==> config.mk <==
export PLATFORM = sky130hd
export DESIGN_NAME = tail_light_seq
export DESIGN_NICKNAME = d
export VERILOG_FILES = /design/src/rtl/tail_light_pkg.sv /design/src/rtl/tick_prescaler.sv /design/src/rtl/tail_light_seq.sv
export SDC_FILE = /design/constraint.sdc
export NUM_CORES = 1
export LEC_CHECK = 0
export CORE_MARGIN = 5
export CORE_UTILIZATION = 55
export CTS_CLUSTER_DIAMETER = 120
export DETAILED_ROUTE_END_ITERATION = 7
export PLACE_DENSITY = 0.85
export REMOVE_ABC_BUFFERS = 1
export SYNTH_ARGS = -nofsm -noshare
export SYNTH_HDL_FRONTEND = slang
export SYNTH_HIERARCHICAL = 1
export SYNTH_SLANG_ARGS = --single-unit
==> constraint.sdc <==
create_clock -name ADC_CLK_10 -period 3.2 [get_ports ADC_CLK_10]
set_input_delay 0.64 -clock ADC_CLK_10 [delete_from_list [all_inputs] [get_ports ADC_CLK_10]]
set_output_delay 0.64 -clock ADC_CLK_10 [all_outputs]
set_load 0.02 [all_outputs]
==> src/rtl/tail_light_pkg.sv <==
// tail_light_pkg: shared state, mode codes and fill-pattern helper for the tail-light sequencer
package tail_light_pkg;
  localparam int LAMPS_MAX = 8;
  typedef enum logic [1:0] {IDLE, HAZ, TURN, LANE} state_t;
  localparam logic [2:0] MODE_IDLE   = 3'd0;
  localparam logic [2:0] MODE_HAZ    = 3'd1;
  localparam logic [2:0] MODE_TURN_L = 3'd2;
  localparam logic [2:0] MODE_TURN_R = 3'd3;
  localparam logic [2:0] MODE_LANE_L = 3'd4;
  localparam logic [2:0] MODE_LANE_R = 3'd5;
  function automatic logic [LAMPS_MAX-1:0] fill_pattern(input logic [3:0] step);
    return LAMPS_MAX'((9'd1 << step) - 9'd1);
  endfunction
endpackage

==> src/rtl/tick_prescaler.sv <==
// tick_prescaler: one-cycle tick every TICK_DIV clocks, restartable by clr
module tick_prescaler #(
  parameter int TICK_DIV = 5000000
) (
  input  logic ADC_CLK_10,
  input  logic RST,
  input  logic clr,
  output logic tick
);
  localparam int W = $clog2(TICK_DIV);
  logic [W-1:0] r_cnt;
  assign tick = r_cnt == W'(TICK_DIV - 1);
  // count 0..TICK_DIV-1, restarting from zero when the owner changes activity
  always_ff @(posedge ADC_CLK_10)
    r_cnt <= (RST || clr || tick) ? '0 : r_cnt + W'(1);
endmodule

==> src/rtl/tail_light_seq.sv <==
// tail_light_seq: turn/hazard/brake/lane-change sequencer for two lamp banks
module tail_light_seq
  import tail_light_pkg::*;
#(
  parameter int LAMPS     = 3,
  parameter int TICK_DIV  = 5000000,
  parameter int LC_CYCLES = 3
) (
  input  logic             ADC_CLK_10,
  input  logic             RST,
  input  logic             hazard,
  input  logic             turn_en,
  input  logic             turn_dir,
  input  logic             brake,
  input  logic             lane_req,
  output logic [LAMPS-1:0] led_left,
  output logic [LAMPS-1:0] led_right,
  output logic [2:0]       mode_code,
  output logic             brake_active
);
  localparam logic [LAMPS-1:0] ONES = {LAMPS{1'b1}};
  state_t           r_state;
  state_t           w_next;
  logic [3:0]       r_step;
  logic [3:0]       r_lc_count;
  logic             r_phase;
  logic             r_dir;
  logic             r_lane_dir;
  logic             r_brake_q;
  logic             w_tick;
  logic             w_clr;
  logic             w_wrap;
  logic             w_lane_done;
  logic             w_sdir;
  logic [LAMPS-1:0] w_sig;
  logic [LAMPS-1:0] w_bank;
  tick_prescaler #(.TICK_DIV(TICK_DIV)) u_prescaler (
    .ADC_CLK_10(ADC_CLK_10),
    .RST       (RST),
    .clr       (w_clr),
    .tick      (w_tick)
  );
  // next state by priority hazard > turn > lane in progress/request > idle; clear timing on any activity change
  always_comb begin
    w_wrap      = w_tick && r_step == 4'(LAMPS);
    w_lane_done = r_state == LANE && w_wrap && r_lc_count == 4'(LC_CYCLES - 1);
    w_next      = hazard ? HAZ : turn_en ? TURN : r_state == LANE ? (w_lane_done ? IDLE : LANE) : lane_req ? LANE : IDLE;
    w_clr       = w_next != r_state || (r_state == TURN && turn_dir != r_dir);
  end
  // sequencer state: fill step, hazard phase, lane sweep count and sampled inputs
  always_ff @(posedge ADC_CLK_10)
    if (RST) begin
      r_state    <= IDLE;
      r_step     <= '0;
      r_lc_count <= '0;
      r_phase    <= 1'b1;
      r_dir      <= 1'b0;
      r_lane_dir <= 1'b0;
      r_brake_q  <= 1'b0;
    end else begin
      r_state    <= w_next;
      r_step     <= w_clr ? '0 : (w_tick && (r_state == TURN || r_state == LANE)) ? (w_wrap ? '0 : r_step + 4'd1) : r_step;
      r_lc_count <= (r_state != LANE || w_next != LANE) ? '0 : w_wrap ? r_lc_count + 4'd1 : r_lc_count;
      r_phase    <= w_clr ? 1'b1 : w_tick ? ~r_phase : r_phase;
      r_dir      <= turn_dir;
      r_lane_dir <= (r_state != LANE && w_next == LANE) ? turn_dir : r_lane_dir;
      r_brake_q  <= brake;
    end
  // Moore decode of lamp banks and mode code from registered state
  always_comb begin
    w_sig     = LAMPS'(fill_pattern(r_step));
    w_bank    = r_brake_q ? ONES : '0;
    w_sdir    = r_state == LANE ? r_lane_dir : r_dir;
    led_left  = r_state == IDLE ? w_bank : r_state == HAZ ? (r_phase ? ONES : '0) : w_sdir ? w_sig : w_bank;
    led_right = r_state == IDLE ? w_bank : r_state == HAZ ? (r_phase ? ONES : '0) : w_sdir ? w_bank : w_sig;
    mode_code = r_state == IDLE ? MODE_IDLE : r_state == HAZ ? MODE_HAZ :
                r_state == TURN ? (w_sdir ? MODE_TURN_L : MODE_TURN_R) : (w_sdir ? MODE_LANE_L : MODE_LANE_R);
  end
  assign brake_active = r_brake_q;
endmodule

-- After elaboration in Yosys (flattened, before gate mapping)
Index checks and enable logic that the tools add are counted.
- register bits after elaboration: 37
- input bits: 7
- logic and storage cells: 59
- add/sub/neg operators: 4
- equal/unequal tests: 11
- shift operators: 1
- muxes and demuxes: 20
- bitwise logic cells: 1
- reduce and logical (&&, ||, !) cells: 14
- operator list (kind ; count):
    two-way mux 3 bit ; 11
    adder 23 x 1 -> 23 bit, second input constant ; 1
    equality test 23 bit, second input constant ; 1
    two-way mux 2 bit ; 5
    adder 4 x 1 -> 4 bit, second input constant ; 2
    equality test 4 x 2 -> 1 bit, second input constant ; 2
    equality test 2 bit, second input constant ; 3
    logical AND 1 bit ; 6
    logical OR 1 bit ; 5
    two-way mux 4 bit ; 1
    inequality test 2 bit, second input constant ; 2
    OR reduction 2 bit ; 2
    left shift 1 x 4 -> 3 bit, first input constant ; 1
    two-way mux 1 bit ; 3
    subtractor 3 x 1 -> 3 bit, second input constant ; 1
    equality test 2 x 1 -> 1 bit, second input constant ; 1
    logical NOT 2 bit ; 1
    inequality test 2 bit ; 1
    inequality test 1 bit ; 1
    NOT 1 bit ; 1

-- Depth between registers and ports, before layout
Gate-level depths: netlist (run 1).
- depth in word-level cells: 12
- gate-level depth with buffers: 11
- depth with buffers taken out: 9

-- Cells and area by module
Netlist (run 1), hierarchy kept.
- modules (own cells, without submodules) (module ; times used ; cells an instance ; area an instance (sq um) ; seq. area each (sq um)):
    tick_prescaler ; 1 ; 125 ; 1126.1 ; 460.4
    tail_light_seq ; 1 ; 102 ; 868.3 ; 280.3

-- Worst setup path after synthesis (run 1)
No wires, ideal clock.
- path type: reg2reg
- start point: register u_prescaler.r_cnt[18]
- end point: register u_prescaler.r_cnt[15]
- data arrival time: 2.570 ns
- required time: 3.075 ns
- slack: 0.505 ns
- cell stages (with the launch flop): 12
- buffers on the path: 2
- period minus slack after synthesis: 2.695 ns
- cells stage by stage: dfxtp_1 > nand2_1 > or4_4 > nor3_1 > nor4bb_1 > buf_6 > a2111oi_2 > o31ai_2 > nor2_1 > o31ai_4 > buf_6 > a21oi_1
- cells in the longest elaborated chain, start to end: 12
- RTL lines (what ; line ; RTL):
    from (decl) ; tick_prescaler.sv:11 ; logic [W-1:0] r_cnt;
    from (signal assigned) ; tick_prescaler.sv:15 ; r_cnt <= (RST || clr || tick) ? '0 : r_cnt + W'(1);
    equality test 23 bit ; tick_prescaler.sv:12 ; assign tick = r_cnt == W'(TICK_DIV - 1);
    named net w_tick ; tail_light_seq.sv:30 ; logic w_tick;
    logical AND 1 bit ; tail_light_seq.sv:45 ; w_wrap = w_tick && r_step == 4'(LAMPS);
    logical AND 1 bit (2 in a row) ; tail_light_seq.sv:46 ; w_lane_done = r_state == LANE && w_wrap && r_lc_count == 4'(LC_CYCLES - 1);
    two-way mux 2 bit (4 in a row) ; tail_light_seq.sv:47 ; w_next = hazard ? HAZ : turn_en ? TURN : r_state == LANE ? (w_lane_done ? IDLE : LANE) : lane_req ? LANE : IDL ...
    inequality test 2 bit ; tail_light_seq.sv:48 ; w_clr = w_next != r_state || (r_state == TURN && turn_dir != r_dir);
    logical OR 1 bit ; tail_light_seq.sv:48 ;
    named net w_clr ; tail_light_seq.sv:31 ; logic w_clr;
    logical OR 1 bit (2 in a row) ; tick_prescaler.sv:15 ;
The timed path passes the listed nets, and every way through them passes these cells.
A chain may end at the register's enable or synchronous reset.

-- Worst setup path in the final report (run 1)
- start point: register r_state[0]
- end point: output led_left[1]
- cells in the longest elaborated chain, start to end: 5
- RTL lines (what ; line ; RTL):
    from (decl) ; tail_light_seq.sv:22 ; state_t r_state;
    from (signal assigned) ; tail_light_seq.sv:61 ; r_state <= w_next;
    equality test 2 bit ; tail_light_seq.sv:73 ; w_sdir = r_state == LANE ? r_lane_dir : r_dir;
    two-way mux 1 bit ; tail_light_seq.sv:73 ;
    two-way mux 3 bit (2 in a row) ; tail_light_seq.sv:74 ; led_left = r_state == IDLE ? w_bank : r_state == HAZ ? (r_phase ? ONES : '0) : w_sdir ? w_sig : w_bank;
    two-way mux 3 bit * ; tail_light_seq.sv:74 ;
    to (decl) ; tail_light_seq.sv:16 ; output logic [LAMPS-1:0] led_left,
Mark *: on every way between the ends. The rest lies on a longest branch, timed or not.

==> summary.md, run 1 <==
| Metric | Value |
|---|---|
| Status | `finished, final reports clean` |
| Worst min path class | `register to register` |
| FF+latch area | `741 sq um` |
| Relative slew slack | `0.377` |
| Vias in the first global route | `about 1600` |
| GRT Total Usage | `0.161` |
| Core area | `~3400 sq um` |
| Multi-input logic area | `around 1200 sq um` |
| Worst Setup SP | `r_state[0]$_SDFF_PP0_` |
| YS warnings | `6` |
| CTS Root Cell | `clkbuf_4` |
| DRC | `0` |
| Vias | `~1700` |
| Die width | `roughly 70 microns` |
| Initial drt markers | `between 90 and 100` |
| Synth-to-Final Area Change | `12.8%` |
| Leak Pwr | `0.771 nW` |
| WHS Path Cells | `2` |
| Max capacitance violation total | `0` |
| Register area share after synthesis | `0.371` |
| Fin crit period | `2.96 ns` |
| GP Congestion | `0.771` |
| Leading cell type in the layout, fill and taps excluded | `dfxtp_1` |
| Clock buffer depth | `2` |
| RSZ-0062 raised after global routing | `false` |
| Crit path cell chain | `nand2_1 -> mux2i_4 -> mux2i_1 -> a21oi_1 -> clkdlybuf4s50_1` |
| Initial antenna violation count | `0` |
| RR Startpoint | `u_prescaler/r_cnt[0]$_SDFF_PP0_` |
| DP HPWL | `between 2000 and 3000 microns` |
| Clock sink total | `37` |
| Layout cells sized above 1 | `0.0847` |
| WL per Instance | `12.6 microns` |
| Worst skew pair latency | `about 0.33 ns` |
| Most frequent cells in the layout | `37 x dfxtp_1, 26 x nor2_1, 17 x nand2_1, 17 x a21oi_1, 14 x clkdlybuf4s50_1` |
| Worst EP arrival | `2.32 ns` |
| Setup Buffers After CTS | `0` |
| Cell Area, Synth | `1990 sq um` |
| Yosys reg bits | `37` |
| CP Capture Type | `primary output` |
| Syn Area/Cell | `between 8 and 9 sq um` |
| Crit path max-delay cell type | `clkdlybuf4s50_1` |
| Fill cell count | `~320` |
| First-pass iteration count of the detailed router | `4` |
| Routed wire length | `between 3000 and 4000 microns` |
| CP peak stage delay | `around 0.62 ns` |
| Post-layout util | `0.659` |
| Post-synthesis instance total | `about 230` |
| Yosys cell types | `41` |
| Setup Total Neg Slack | `0 ns` |
| Global-route wire length before repair | `6560 microns` |
| Via density | `around 5.7` |
| I/O Buffers | `16` |
| Die ar. | `about 4900 sq um` |
| # nets final | `between 200 and 300` |
| Reg2reg setup slack | `0.55 ns` |
| PwrDens | `between 300 and 400 nW/um^2` |
| Largest net degree at the start of global routing | `24` |
| Htree depth | `2` |
| Hold buffer count at cts | `0` |
| Final WS setup | `roughly 0.24 ns` |
| Total Power | `~800 uW` |
| Clock skew | `about 0.0034 ns` |
| Worst Setup Start Kind | `register` |
| GRT overflow | `0` |
| Post-CTS Resized | `0` |
| CP Max Fanout | `9` |
| Worst Setup EP | `led_left[1]` |
| R2r worst-path depth | `9` |
| Peak Freq | `between 0.3 and 0.4 GHz` |
| Critical path type | `register to primary output` |
| CP required | `2.56 ns` |
| Pre-CTS setup slack | `0.448 ns` |
| TritonCTS Buffers | `5` |
| Die H | `roughly 70 microns` |
| Reg clk slew, reported paths | `~0.1 ns` |
| Diodes inserted | `0` |
| Hold Violations, Final | `0` |
| Num ports | `17` |
| Routed Antenna Nets | `0` |
| Max-slew violation count | `0` |
| Worst-margin pin slew | `~0.93 ns` |
| Hold_ws | `between 0.4 and 0.5 ns` |
| Starting density of the core | `0.584` |
| FF-to-FF End | `u_prescaler/r_cnt[4]$_SDFF_PP0_` |
| Final Setup Violations | `0` |
| TritonCTS clock tree | `yes` |
| Peak supply drop | `about 0.00022 V` |
| Final Cycle Share | `0.926` |
| Row count | `21` |
routing by layer:
metal | share of wire | vias up | track usage
li1 | - | 870 | -
met1 | 0.49 | 771 | 0.193
met2 | 0.46 | 29 | 0.271
met3 | 0.042 | 4 | 0.0516
met4 | 0.0092 | 0 | 0.0553
met5 | 0 | - | 0
worst max-delay path: cells and delay by family, from the launching register on:
family / cells / cell delay (ns)
buf+inv: 1 / 0.62
flops: 1 / 0.47
compound gates: 1 / 0.16
simple gates: 1 / 0.22
mux: 2 / 0.51
synthesized netlist by cell type, drive strengths merged:
master	instances	area [sq um]
o21ai	3	15.0
nand2	17	63.8
xnor2	8	70.1
mux2	1	11.3
a311oi	1	8.76
o31ai	9	86.3
or4	8	67.6
mux2i	7	82.6
and3	4	25.0
inv	10	37.5
clkbuf	2	7.51
ha	5	62.6
a2111oi	1	15.0
dfxtp	37	741
nor2	26	97.6
o211a	1	10.0
nor2b	3	18.8
nor4bb	1	10.0
nand4b	1	8.76
nand3	11	67.6
nor3b	3	22.5
nand2b	1	6.26
a31oi	1	6.26
nor4b	3	26.3
a21oi	18	93.8
xor2	10	87.6
a211oi	4	30.0
nand4	7	50.1
nor3	10	50.1
and4	2	20.0
or3	6	37.5
nor4	2	12.5
buf	4	45.0
flip-flops by register name (all words and copies together), names as in the netlist:
| register | count |
|---|---|
| r_dir | 1 |
| r_step | 4 |
| r_phase | 1 |
| r_lc_count | 4 |
| u_prescaler/r_cnt | 23 |
| r_lane_dir | 1 |
| brake_active | 1 |
| r_state | 2 |
worst min path at each step:
stage	endpoint	slack, ns	from
floorplan	u_prescaler/r_cnt[22]$_SDFF_PP0_	0.45	u_prescaler/r_cnt[22]$_SDFF_PP0_
global route	u_prescaler/r_cnt[22]$_SDFF_PP0_	0.52	u_prescaler/r_cnt[22]$_SDFF_PP0_
finish	u_prescaler/r_cnt[22]$_SDFF_PP0_	0.49	u_prescaler/r_cnt[22]$_SDFF_PP0_
detailed placement	u_prescaler/r_cnt[22]$_SDFF_PP0_	0.47	u_prescaler/r_cnt[22]$_SDFF_PP0_
global placement	u_prescaler/r_cnt[22]$_SDFF_PP0_	0.47	u_prescaler/r_cnt[22]$_SDFF_PP0_
CTS	u_prescaler/r_cnt[22]$_SDFF_PP0_	0.49	u_prescaler/r_cnt[22]$_SDFF_PP0_
area by class of cell:
| cell class | count | area share |
|---|---|---|
| tap | 46 | 0.0256 |
| clock buffer | 7 | 0.0245 |
| timing repair buffer | 20 | 0.0868 |
| sequential | 37 | 0.329 |
| multi-input combinational | 174 | 0.517 |
| inverter | 10 | 0.0167 |
cells by family after synthesis:
logic type | count (synthesis) | synth area share
compound gates | 38 | 0.133
fa+ha+maj | 5 | 0.0314
buf+inv | 16 | 0.0452
flops | 37 | 0.371
xor+xnor | 18 | 0.0790
simple gates | 105 | 0.293
mux | 8 | 0.0471
through the flow:
stage	cell area [sq um]	cells
3_3_place_gp	2190	287
6_report	2250	294
2_1_floorplan	1940	221
4_1_cts	2240	294
5_1_grt	2250	294
3_5_place_dp	2190	287
power by group:
part,total [mW],leakage (nW),switching (mW),internal [mW]
Sequential,0.470,0.299,0.00596,0.464
Combinational,0.0944,0.440,0.0505,0.0439
Clock,0.245,0.0314,0.141,0.104
Note: power is estimated with default switching activity, not from simulation.
==> run 2: changes to the inputs <==
ABC_AREA = 1   (was unset)
SLEW_MARGIN = 20   (was unset)
==> run 2 against run 1 <==
Worst setup slack better by 0.051 ns. Cell count up 34%. Clock power up 27%.
==> summary.md, run 2 <==
| Metric | Value |
|---|---|
| Final Setup Violations | `0 (unchanged)` |
| Post-CTS Resized | `0 (unchanged)` |
| Clock sink total | `37 (unchanged)` |
| Fill cell count | `350 (+11%)` |
| TritonCTS clock tree | `yes` |
| Critical path type | `register to primary output` |
| Global-route wire length before repair | `7830 microns (+19%)` |
| CTS Root Cell | `clkbuf_8` |
| Clock skew | `0.00552 ns (+0.00213 ns)` |
| Die width | `73.4 microns (+4.6%)` |
| Worst Setup SP | `r_step[3]$_SDFFE_PP0P_` |
| Diodes inserted | `0 (unchanged)` |
| Routed wire length | `4420 microns (+19%)` |
| Biggest regs | `u_prescaler/r_cnt x23, r_lc_count x4, r_step x4` |
| Cell Area, Synth | `2210 sq um (+11%)` |
| Via density | `5.05 (-11%)` |
| Htree depth | `2 (unchanged)` |
| Hold buffer count at cts | `0 (unchanged)` |
| First-pass iteration count of the detailed router | `4 (unchanged)` |
| TritonCTS Buffers | `5 (unchanged)` |
| Post-synth ARST share | `0 (unchanged)` |
| Register area share after synthesis | `0.335 (-0.0367)` |
| Final WS setup | `0.288 ns (+0.0513 ns)` |
| WL per Instance | `11.2 microns (-11%)` |
| Leading cell type in the layout, fill and taps excluded | `nand2_1` |
| Setup Total Neg Slack | `0 ns (unchanged)` |
| Max-slew violation count | `0 (unchanged)` |
| GRT Total Usage | `0.181 (+0.0201)` |
| I/O Buffers | `16 (unchanged)` |
| Die ar. | `5390 sq um (+9.4%)` |
| Die H | `73.4 microns (+4.6%)` |
| Hold Violations, Final | `0 (unchanged)` |
| Core area | `3940 sq um (+15%)` |
| Synth-to-Final Area Change | `13.6%` |
| Vias in the first global route | `1918 (+23%)` |
| DRC | `0 (unchanged)` |
| Top-area cell type share of the netlist area | `0.335 (-0.0367)` |
| Peak Freq | `0.343 GHz (+1.8%)` |
| YS warnings | `6 (unchanged)` |
| Initial antenna violation count | `0 (unchanged)` |
| Crit path cell chain | `nor2_2 -> inv_2 -> nor3_2 -> inv_1 -> ha_1 -> nor2_1 -> o21ai_0 -> nand2_1 -> clkdlybuf4s50_1` |
| Final Cycle Share | `0.910 (-0.0160)` |
| Relative slew slack | `0.713 (+0.336)` |
| Buf/Inv on CP | `3 (+2)` |
| Total Power | `880 uW (+8.6%)` |
| RSZ-0062 raised after global routing | `false` |
| Routed Antenna Nets | `0 (unchanged)` |
| Num ports | `17 (unchanged)` |
| # nets final | `354 (+36%)` |
| Pre-CTS setup slack | `0.186 ns (-0.261 ns)` |
| Status | `finished, final reports clean` |
| Most common cell in the netlist | `nand2_1` |
| Vias | `1983 (+18%)` |
| Yosys reg bits | `37 (unchanged)` |
| Largest net degree at the start of global routing | `24 (unchanged)` |
| Commonest cells in the netlist | `63 x nand2_1, 55 x nor2_1, 40 x inv_1, 37 x dfxtp_1, 28 x nand3_1` |
| CP Capture Type | `primary output` |
| CP required | `2.56 ns (about the same)` |
| Max reg flops | `23 (unchanged)` |
| Starting density of the core | `0.561 (-0.0225)` |
| Syn Area/Cell | `6.90 sq um (-22%)` |
| Max capacitance violation total | `0 (unchanged)` |
| Initial drt markers | `127 (+30%)` |
| Yosys cell types | `31 (-24%)` |
| Clock buffer depth | `2 (unchanged)` |
| Row count | `23 (+9.5%)` |
| Top reg by flops | `u_prescaler/r_cnt` |
| Peak supply drop | `0.000220 V (-1.8%)` |
| Worst-margin pin slew | `0.426 ns (-0.508 ns)` |
| GRT overflow | `0 (unchanged)` |
| Most frequent cells in the layout | `63 x nand2_1, 54 x nor2_1, 40 x inv_1` |
| Dominant cell type by area after synthesis | `dfxtp_1` |
| Worst min path class | `register to register` |
| Worst Setup Start Kind | `register` |
| Fin crit period | `2.91 ns (-0.0513 ns)` |
| HP Start | `u_prescaler/r_cnt[0]$_SDFF_PP0_` |
| PwrDens | `350 nW/um^2 (-2.8%)` |
| CP peak stage delay | `0.61 ns (about the same)` |
| Leak Pwr | `0.914 nW (+19%)` |
| Worst skew pair latency | `0.29 ns (-0.04 ns)` |
| DP HPWL | `3300 microns (+26%)` |
| Prevailing post-synth register cell | `dfxtp_1` |
| Family with the most delay on the worst path | `buffers and inverters` |
| Worst EP arrival | `2.27 ns (-0.05 ns)` |
| RR Startpoint | `u_prescaler/r_cnt[0]$_SDFF_PP0_` |
| Setup Buffers After CTS | `0 (unchanged)` |
| GP Congestion | `0.800 (+3.7%)` |
| CP Max Fanout | `3 (-6)` |
| Crit path max-delay cell type | `clkdlybuf4s50_1` |
| Top post-synthesis cells by area | `dfxtp_1 33%, nand2_1 11%, nor2_1 9.3%` |
| Post-synthesis instance total | `321 (+41%)` |
| Layout cells sized above 1 | `0.137 (+0.0523)` |
| Reg clk slew, reported paths | `0.07 ns (-0.03 ns)` |
| EDFF count, synth | `0 (unchanged)` |
[run 2: cell count changes in the layout (fill, tap and decap cells not counted), sizes merged, moves of 9 or more]
cell   previous run  this run
nand3            11        29
o21ai             3        15
nand2            17        78
inv              10        44
nor2             26        70
nor3             10         1
[run 2: final timing paths]
check / to / slack (ns) / depth (start not counted)
worst max-delay path: led_left[1] / 0.29 / 9
worst min-delay path: u_prescaler/r_cnt[0]$_SDFF_PP0_ / 0.47 / 1
worst max register to register: u_prescaler/r_cnt[3]$_SDFF_PP0_ / 0.30 / 18
worst min register to register: u_prescaler/r_cnt[0]$_SDFF_PP0_ / 0.47 / 1
[run 2: logic make-up (layout without fill, tap and decap cells)]
family,count (synthesis),after routing,share of synthesized area
adders and majority gates,5,5,0.0283
xor gates and xnor gates,15,15,0.0594
AOI/OAI and AO/OA,30,30,0.0724
DFF,37,37,0.335
buffers and inverters,47,68,0.0899
and+or+nand+nor,187,188,0.415
[run 2: metal layers]
metal  vias up  track usage  part of all wire
met5         -            0                 0
met2        40        0.294              0.48
li1       1043            -                 -
met1       890        0.222              0.46
met4         0       0.0885             0.011
met3        10       0.0465             0.050
[run 2: area by class of cell]
cell class	instances	area, sq um	share of cell area
multi-input cells	238	1300	0.518
flip-flops and latches	37	741	0.295
inverters	44	165	0.0657
repair buffers	16	163	0.0647
clock buffers	8	80.1	0.0319
well taps	50	62.6	0.0249
[run 2: power breakdown]
| group | total (mW) | switching, mW | internal, mW |
|---|---|---|---|
| sequential | 0.470 | 0.00530 | 0.465 |
| clock | 0.310 | 0.155 | 0.155 |
| combinational | 0.0998 | 0.0591 | 0.0407 |
| total | 0.880 | 0.220 | 0.660 |
[run 2: per-stage QoR]
| step | area [sq um] | hold slack [ns] | instances | utilization |
|---|---|---|---|---|
| after floorplan | 2180 | 0.430 | 318 | - |
| after global placement | 2400 | 0.445 | 384 | 0.609 |
| after detailed placement | 2400 | 0.464 | 384 | 0.609 |
| after CTS | 2480 | 0.479 | 392 | 0.630 |
| after global routing | 2510 | 0.502 | 393 | 0.638 |
| final | 2510 | 0.471 | 393 | 0.638 |
==> run 3: changes to the inputs <==
--- a/config.mk
+++ b/config.mk
@@ -7,4 +7,5 @@
 export LEC_CHECK = 0
 export ABC_AREA = 1
+export CORE_ASPECT_RATIO = 0.75
 export CORE_MARGIN = 5
 export CORE_UTILIZATION = 55
==> constraint.sdc (replaced) <==
create_clock -name ADC_CLK_10 -period 3.2 [get_ports ADC_CLK_10]
set_input_delay 0.8 -clock ADC_CLK_10 [delete_from_list [all_inputs] [get_ports ADC_CLK_10]]
set_output_delay 0.8 -clock ADC_CLK_10 [all_outputs]
set_load 0.02 [all_outputs]
==> run 3 against run 2 <==
Utilization is essentially flat. Critical path depth down 2. Combinational power hardly changed. Sequential power is essentially flat. Wire length up 9.1%. Final area is 0.85% higher. Count of clock-buffer cells in the layout is 1 lower. Largest power group unchanged. First-iteration DRC count increased by 2.4%.
==> summary.md, run 3 (same netlist as run 2, synthesis figures left out) <==
| Metric | Value |
|---|---|
| Status | `finished, final reports clean` |
| Top reg by flops | `u_prescaler/r_cnt` |
| Reg clk slew, reported paths | `0.07 ns (about the same)` |
| Peak supply drop | `0.000217 V (-1.6%)` |
| CP Capture Type | `primary output` |
| Starting density of the core | `0.556 (-0.00512)` |
| Clock skew | `0.00736 ns (+0.00184 ns)` |
| Initial antenna violation count | `0 (unchanged)` |
| Post-DP Area | `2410 sq um (+0.26%)` |
| First-pass iteration count of the detailed router | `4 (unchanged)` |
| Multi-input logic area | `1310 sq um (+0.19%)` |
| FF+latch area | `742 sq um (+0.17%)` |
| Layout cells sized above 1 | `0.146 (+0.00917)` |
| Design area | `2530 sq um (+0.85%)` |
| Peak Freq | `0.329 GHz (-4.2%)` |
| Biggest regs | `u_prescaler/r_cnt x23, r_lc_count x4, r_step x4` |
| Via density | `5.03 (-0.41%)` |
| Fin crit period | `3.04 ns (+0.128 ns)` |
| Pre-CTS setup slack | `0.119 ns (-0.0672 ns)` |
| Hold buffer count at cts | `0 (unchanged)` |
| Hold_ws | `0.465 ns (-0.00606 ns)` |
| Core area | `3980 sq um (+0.92%)` |
| CTS Root Cell | `clkbuf_8` |
| GRT Total Usage | `0.185 (+0.00362)` |
| TritonCTS clock tree | `yes` |
| Worst Setup Start Kind | `register` |
| Setup Buffers After CTS | `0 (unchanged)` |
| Routed Antenna Nets | `0 (unchanged)` |
| Vias in the first global route | `1905 (-0.68%)` |
| Num ports | `17 (unchanged)` |
| Max capacitance violation total | `0 (unchanged)` |
| Reg2reg setup slack | `0.31 ns (about the same)` |
| Diodes inserted | `0 (unchanged)` |
| Routed wire length | `4820 microns (+9.1%)` |
| Global-route wire length before repair | `8160 microns (+4.1%)` |
| Initial drt markers | `130 (+2.4%)` |
| Leading cell type in the layout, fill and taps excluded | `nand2_1` |
| Vias | `1995 (+0.61%)` |
| Largest net degree at the start of global routing | `24 (unchanged)` |
| Setup Total Neg Slack | `0 ns (unchanged)` |
| Die width | `83.3 microns (+13%)` |
| Clock sink total | `37 (unchanged)` |
| GRT overflow | `0 (unchanged)` |
| DRC | `0 (unchanged)` |
| PwrDens | `356 nW/um^2 (+1.8%)` |
| Critical path type | `register to primary output` |
| Leak Pwr | `0.941 nW (+2.9%)` |
| Clock buffer depth | `2 (unchanged)` |
| Fill cell count | `332 (-5.1%)` |
| GP Congestion | `0.848 (+6.0%)` |
| WL per Instance | `12.1 microns (+8.0%)` |
| Die ar. | `5410 sq um (+0.25%)` |
| CP required | `2.40 ns (-0.16 ns)` |
| RSZ-0062 raised after global routing | `false` |
| TritonCTS Buffers | `5 (unchanged)` |
| Hold Violations, Final | `0 (unchanged)` |
| Final WS setup | `0.160 ns (-0.128 ns)` |
| Row count | `20 (-13%)` |
| Worst-margin pin slew | `0.406 ns (-0.0197 ns)` |
| Htree depth | `2 (unchanged)` |
| DP HPWL | `3450 microns (+4.7%)` |
| # nets final | `354 (unchanged)` |
| Most frequent cells in the layout | `63 x nand2_1, 53 x nor2_1, 40 x inv_1` |
| Synth-to-Final Area Change | `14.5%` |
| Total Power | `903 uW (+2.7%)` |
| Max reg flops | `23 (unchanged)` |
| Final Setup Violations | `0 (unchanged)` |
| Worst skew pair latency | `0.29 ns (about the same)` |
| I/O Buffers | `16 (unchanged)` |
| CP Max Fanout | `3 (unchanged)` |
| Relative slew slack | `0.726 (+0.0133)` |
| Worst EP arrival | `2.24 ns (-0.03 ns)` |
| Final Cycle Share | `0.950 (+0.0400)` |
| Worst min path class | `register to register` |
| Die H | `64.9 microns (-12%)` |
| Max-slew violation count | `0 (unchanged)` |
[run 3: power by group]
part	switching, mW	leakage (nW)	internal (mW)
clock network	0.161	0.0443	0.171
logic	0.0610	0.597	0.0401
registers	0.00589	0.300	0.465
total	0.227	0.941	0.676
[run 3: final timing paths]
check	startpoint	endpoint	cells past startpoint
max	r_step[3]$_SDFFE_PP0P_	led_right[1]	7
min	u_prescaler/r_cnt[0]$_SDFF_PP0_	u_prescaler/r_cnt[0]$_SDFF_PP0_	1
max reg2reg	u_prescaler/r_cnt[1]$_SDFF_PP0_	u_prescaler/r_cnt[6]$_SDFF_PP0_	18
min reg2reg	u_prescaler/r_cnt[0]$_SDFF_PP0_	u_prescaler/r_cnt[0]$_SDFF_PP0_	1
[run 3: metal layers]
layer	up-vias	share of wire	track usage
met2	55	0.45	0.306
met3	15	0.041	0.0457
met1	879	0.48	0.226
met5	-	0	0
li1	1046	-	-
met4	0	0.027	0.0898
[run 3: layout make-up]
class | count | area share
clock buffer | 7 | 0.0341
inverter | 44 | 0.0652
multi-input combinational | 238 | 0.515
sequential | 37 | 0.293
tap | 55 | 0.0271
timing repair buffer | 16 | 0.0661
[run 3: worst max-delay path: stages, from the launching register on]
cell             delay, ns
dfxtp_1               0.33
nor2_2                0.16
inv_2                 0.09
nor3_2                0.18
inv_1                 0.07
ha_1                  0.29
o21ai_0               0.19
clkdlybuf4s50_1       0.63
[run 3: repair_timing]
| item | 4_1_cts | 5_1_grt |
|---|---|---|
| pin swaps | 0 | 1 |
| gates resized for setup | 1 | 9 |
| endpoints found under the setup margin | 2 | 27 |
| gates cloned | 0 | 1 |
[run 3: through the flow]
stage                     utilization  instances
after CTS                       0.628        396
after global placement          0.605        389
after global routing            0.637        397
after detailed placement        0.605        389
after floorplan                     -        318
final                           0.637        397
